**src/rtl/cla_pkg.sv**
```systemverilog
// Shared encodings and lookahead helpers for the pipelined carry-lookahead adder.
// Also provides the elaboration guard used to reject invalid width splits.
`ifndef CLA_PKG_MACROS
`define CLA_PKG_MACROS
`define CLA_CHECK_DIV(n, d) if ((n) % (d) != 0) begin : g_div_check $error("cla: bad split"); end
`endif

package cla_pkg;

  localparam logic OP_ADD = 1'b0;
  localparam logic OP_SUB = 1'b1;

  typedef struct packed {
    logic g;
    logic p;
  } gp_t;

  function automatic gp_t gp_bit(input logic a, input logic b);
    gp_t r;
    r.g = a & b;
    r.p = a ^ b;
    return r;
  endfunction

  // Prefix operator: span 'hi' sitting directly above span 'lo'.
  function automatic gp_t gp_combine(input gp_t hi, input gp_t lo);
    gp_t r;
    r.g = hi.g | (hi.p & lo.g);
    r.p = hi.p & lo.p;
    return r;
  endfunction

endpackage

```
**src/rtl/cla_seg.sv**
```systemverilog
// Combinational adder segment: SEG/SIZE lookahead groups chained by group carry.
// Exposes the carry into its MSB so the last segment can form signed overflow.
module cla_seg
  import cla_pkg::*;
#(
  parameter int unsigned SEG  = 32,
  parameter int unsigned SIZE = 4
) (
  input  logic [SEG-1:0] a,
  input  logic [SEG-1:0] b,
  input  logic           cin,
  output logic [SEG-1:0] s,
  output logic           co,
  output logic           c_msb_in
);

  localparam int unsigned GROUPS = SEG / SIZE;

  logic [SEG-1:0] p;
  logic [SEG-1:0] c;

  assign p = a ^ b;

  // Within a group every bit carry is a lookahead from the group carry-in.
  always_comb begin
    logic cg;
    gp_t  run;
    cg  = cin;
    c   = '0;
    run = '{g: 1'b0, p: 1'b1};
    for (int j = 0; j < GROUPS; j++) begin
      run = '{g: 1'b0, p: 1'b1};
      for (int i = 0; i < SIZE; i++) begin
        c[j*SIZE+i] = run.g | (run.p & cg);
        run = gp_combine(gp_bit(a[j*SIZE+i], b[j*SIZE+i]), run);
      end
      cg = run.g | (run.p & cg);
    end
    co = cg;
  end

  assign s        = p ^ c;
  assign c_msb_in = c[SEG-1];

endmodule

```
**src/rtl/cla_pipe.sv**
```systemverilog
// Pipelined carry-lookahead adder/subtractor with valid/ready backpressure.
// Each stage adds one SEG-wide slice; the carry crosses stage boundaries in a register.
module cla_pipe
  import cla_pkg::*;
#(
  parameter int unsigned WIDTH  = 128,
  parameter int unsigned SIZE   = 4,
  parameter int unsigned STAGES = 4
) (
  input  logic             clk,
  input  logic             rst,
  input  logic             in_valid,
  output logic             in_ready,
  input  logic [WIDTH-1:0] in_a,
  input  logic [WIDTH-1:0] in_b,
  input  logic             in_cin,
  input  logic             in_op,
  output logic             out_valid,
  input  logic             out_ready,
  output logic [WIDTH-1:0] out_sum,
  output logic             out_cout,
  output logic             out_ovf
);

  localparam int unsigned SEG = WIDTH / STAGES;

  `CLA_CHECK_DIV(WIDTH, STAGES * SIZE)

  logic advance;

  // Entry k is what stage k consumes: operands shifted so the live slice sits at bit 0,
  // finished sum bits entering from the top so they land aligned after the last stage.
  logic [WIDTH-1:0] a_pipe [STAGES];
  logic [WIDTH-1:0] b_pipe [STAGES];
  logic [WIDTH-1:0] s_pipe [STAGES];
  logic             c_pipe [STAGES];
  logic             v_pipe [STAGES];

  assign advance  = !out_valid || out_ready;
  assign in_ready = advance;

  assign a_pipe[0] = in_a;
  assign b_pipe[0] = (in_op == OP_SUB) ? ~in_b : in_b;
  assign c_pipe[0] = (in_op == OP_SUB) ? 1'b1 : in_cin;
  assign s_pipe[0] = '0;
  assign v_pipe[0] = in_valid;

  for (genvar k = 0; k < STAGES; k++) begin : g_stage
    logic [SEG-1:0]   seg_s;
    logic             seg_co;
    logic             seg_cmsb;
    logic [WIDTH-1:0] s_q;
    logic             c_q;
    logic             v_q;

    cla_seg #(
      .SEG  (SEG),
      .SIZE (SIZE)
    ) u_seg (
      .a        (a_pipe[k][SEG-1:0]),
      .b        (b_pipe[k][SEG-1:0]),
      .cin      (c_pipe[k]),
      .s        (seg_s),
      .co       (seg_co),
      .c_msb_in (seg_cmsb)
    );

    always_ff @(posedge clk) begin
      if (rst) begin
        v_q <= 1'b0;
        c_q <= 1'b0;
        s_q <= '0;
      end else if (advance) begin
        v_q <= v_pipe[k];
        c_q <= seg_co;
        s_q <= (s_pipe[k] >> SEG) | (WIDTH'(seg_s) << (WIDTH - SEG));
      end
    end

    if (k < STAGES - 1) begin : g_fwd
      logic [WIDTH-1:0] a_q;
      logic [WIDTH-1:0] b_q;

      always_ff @(posedge clk) begin
        if (rst) begin
          a_q <= '0;
          b_q <= '0;
        end else if (advance) begin
          a_q <= a_pipe[k] >> SEG;
          b_q <= b_pipe[k] >> SEG;
        end
      end

      assign a_pipe[k+1] = a_q;
      assign b_pipe[k+1] = b_q;
      assign s_pipe[k+1] = s_q;
      assign c_pipe[k+1] = c_q;
      assign v_pipe[k+1] = v_q;
    end else begin : g_last
      logic ovf_q;
      // Upper operand bits are all zero by now.
      logic unused_hi;

      assign unused_hi = ^{a_pipe[k], b_pipe[k]};

      always_ff @(posedge clk) begin
        if (rst) begin
          ovf_q <= 1'b0;
        end else if (advance) begin
          ovf_q <= seg_cmsb ^ seg_co;
        end
      end

      assign out_valid = v_q;
      assign out_sum   = s_q;
      assign out_cout  = c_q;
      assign out_ovf   = ovf_q;
    end
  end

endmodule

```
**config.mk**
```make
export PLATFORM = sky130hd
export DESIGN_NAME = cla_pipe
export DESIGN_NICKNAME = d
export VERILOG_FILES = /design/src/rtl/cla_pkg.sv /design/src/rtl/cla_seg.sv /design/src/rtl/cla_pipe.sv
export SDC_FILE = /design/constraint.sdc
export NUM_CORES = 2
export LEC_CHECK = 0
export ABC_AREA = 1
export BUFFER_PORTS_ARGS = -buffer_cell sky130_fd_sc_hd__buf_4
export CAP_MARGIN = 20
export CORE_ASPECT_RATIO = 0.9
export CORE_MARGIN = 4
export CORE_UTILIZATION = 45
export DETAILED_ROUTE_END_ITERATION = 8
export PLACE_DENSITY_LB_ADDON = 0.1
export SYNTH_ARGS = -nofsm -noshare
export SYNTH_HDL_FRONTEND = slang
export SYNTH_SLANG_ARGS = --single-unit
```
**constraint.sdc**
```tcl
create_clock -name clk -period 11.15 [get_ports clk]
set_clock_uncertainty 0.15 [all_clocks]
set_input_delay 1.6725 -clock clk [delete_from_list [all_inputs] [get_ports clk]]
set_output_delay 1.6725 -clock clk [all_outputs]
set_load 0.005 [all_outputs]
```
==> summary.md <==
| Metric | Value |
|---|---|
| Post-Syn Instances | 4,001 |
| Setup violators final | 0 |
| Core Util, Final | 54.2% |
| DRT Wirelength | between 70 and 80 mm |
| Drt initial violations | 1,737 |
| Post-CTS Setup Bufs | 0 |
| Post-cts resize count | 0 |
| Synth area leaders | dfxtp_1 46%, nor2_1 12%, o21ai_0 12%, ha_1 5.2%, nand2_1 3.8% |
| GR Layer Usage met3 | about 3.5% |
| Root Driver | clkbuf_16 |
| Clock Sinks | 713 |
| Placed cell area | around 34,000 sq um |
| Crit. End Element | output port |
| Type of the tightest min-delay check | flop to flop |
| Cell variety after synth | 32 |
| Tcrit/Tclk final | 44.1% |
| Fmax | 203 MHz |
| Mapped Nets | 4,423 |
| First-pass GRT wire length | 118 mm |
| M1 GR Usage | 28.1% |
| Synth Flop Type | dfxtp_1 |
| Cell area power density | between 150 and 200 nW/um^2 |
| Final setup TNS | 0 ns |
| Post-route cell area | 36,500 sq um |
| Die Span Y | 256 um |
| Slew @ Worst Pin | around 1.2 ns |
| Clock latency on the worst-skew pair | 0.61 ns |
| N_diodes | 0 |
| Mapped Area | 30,700 sq um |
| Synthesized area per cell | 7.68 sq um |
| RSZ-0062 raised after global routing | no |
| GP Congestion | 0.804 |
| Leak | 18.2 nW |
| Worst endpoint data arrival time | roughly 3.1 ns |
| Pre-Repair DR Iteration Count | 5 |
| Met2 GRT Util | between 20 and 30% |
| Starting Density | 45.7% |
| Largest net degree at the start of global routing | between 200 and 300 |
| Reg clk slew, reported paths | 0.06 ns |
| CP Max Fanout | 183 |
| Max-slew violations | 0 |
| Most frequent cells after synthesis | 1,022 x nor2_1, 715 x o21ai_0, 713 x dfxtp_1, 309 x nand2_1, 255 x clkbuf_1 |
| Hold Vio Cnt, Final | 0 |
| I/O pin count | slightly below 400 |
| Crit start category | primary input |
| Worst Path Class, Setup | primary input to output port |
| Hold buffer count at cts | 0 |
| I/O Buffers | 393 |
| Max Buffers Root-to-Sink | 3 |
| GRT busiest layer | met2 |
| Worst IR drop on VDD | 0.0832 mV |
| Via density | 4.92 |
| DRC violation count after routing | 0 |
| H-tree depth | 3 |
| Flop and latch count out of synthesis | just over 700 |
| Post-DRT Antenna Nets | 0 |
| Asr flop ratio synth | 0% |
| Clock period minus worst slack | between 4 and 5 ns |
| Final nets | roughly 4,600 |
| DR WL/cell | approximately 14 um |
| Register area share after synthesis | 46.4% |
| Run status | completed |
| Worst Path Required | 9.33 ns |
| DIE AREA | 72,600 sq um |
| Most frequent cell after synthesis | nor2_1 |
| Synth Warn # | 0 |
| # rows | 90 |
| Vias after detailed routing | 25,372 |
| Initial antenna violation count | 0 |
| Placed wire-length estimate | about 47 mm |
| Total CTS buffers | 76 |
| Synth top area share | 46.4% |
| Vias in the first global route | 22,579 |
| Global Route Usage Sum | 19.2% |
| CORE AREA | 67,300 sq um |
| Grt ovf | 0 |
| Worst slew margin relative to its limit | 19.3% |
| Area Growth Syn to Fin | 18.6% |
| Post-synth EDFFs | 0 |
| Area leader, netlist | dfxtp_1 |
| Die X | 284 um |
| Share of layout cells above drive strength 1 | 16.4% |
| CTS tree | built |
| Max-Cap Viols | 0 |
-- kinds of logic after synthesis --
| logic type | share of synthesized area, % |
|---|---|
| and+or+nand+nor | 20.8 |
| DFF | 46.4 |
| buffers and inverters | 5.84 |
| adders and majority gates | 7.29 |
| xor gates and xnor gates | 1.79 |
| AOI/OAI and AO/OA | 17.8 |
-- cells in the final DEF, fill, tap and decap left out, drive strengths merged, types with 18 or more instances in the layout --
cell / netlist / final
clkbuf: 255 / 109
o21bai: 40 / 40
or2: 129 / 129
nor2: 1022 / 1022
dfxtp: 713 / 713
ha: 128 / 128
clkinv: 2 / 18
nand2: 339 / 339
nor3: 18 / 18
a31oi: 118 / 118
xor2: 50 / 50
fa: 32 / 32
o21ai: 715 / 715
inv: 214 / 217
a21oi: 124 / 124
buf: 5 / 407
nand3: 48 / 48
-- worst max-delay path: stages --
cell	delay, ns
buf_4	0.12
nor2_4	0.51
inv_8	0.46
buf_4	0.29
-- state kept, by name, indices dropped and copies added (netlist names) --
name / count
g_stage.g_fwd.a_q: 192
out_valid: 1
out_ovf: 1
g_stage.v_q: 3
g_stage.c_q: 3
g_stage.g_fwd.b_q: 192
g_stage.s_q: 192
out_cout: 1
out_sum: 128
-- layer usage --
layer  share of wire (%)  vias to the layer above
met1                  50                    11319
met3                 4.4                      101
li1                    -                    13530
met5                   0                        -
met2                  43                      422
met4                 2.4                        0
-- area by class of cell --
type	count	area (sq um)
clock buffer	109	2280
clock inverter	23	210
fill	6554	30900
inverter	216	828
multi-input combinational	2812	14700
sequential	713	14300
tap	874	1090
timing repair buffer	407	3110
-- through the flow --
step	total power [W]	hold slack [ns]	std cells	setup WS, ns
finish	0.00599	0.313	5154	6.23
global route	0.00630	0.346	5154	6.09
CTS	0.00608	0.313	5154	6.24
detailed placement	0.00356	0.303	5022	5.96
global placement	0.00355	0.300	5022	6.01
floorplan	0.00330	0.280	4001	6.35
-- final timing paths --
check | start | endpoint | slack (ns) | depth (start not counted)
min reg2reg | g_stage[2].v_q | g_stage[2].v_q | 0.31 | 2
max reg2reg | out_valid | g_stage[1].s_q[118] | 7.28 | 8
min | g_stage[2].v_q | g_stage[2].v_q | 0.31 | 2
max | out_ready | in_ready | 6.23 | 4
-- power breakdown --
| group | internal (W) | total (W) | switching (W) |
|---|---|---|---|
| combinational | 0.000298 | 0.000657 | 0.000359 |
| sequential | 0.00274 | 0.00284 | 0.000101 |
| clock | 0.00147 | 0.00249 | 0.00102 |
Power figures use the tool's default switching activity.
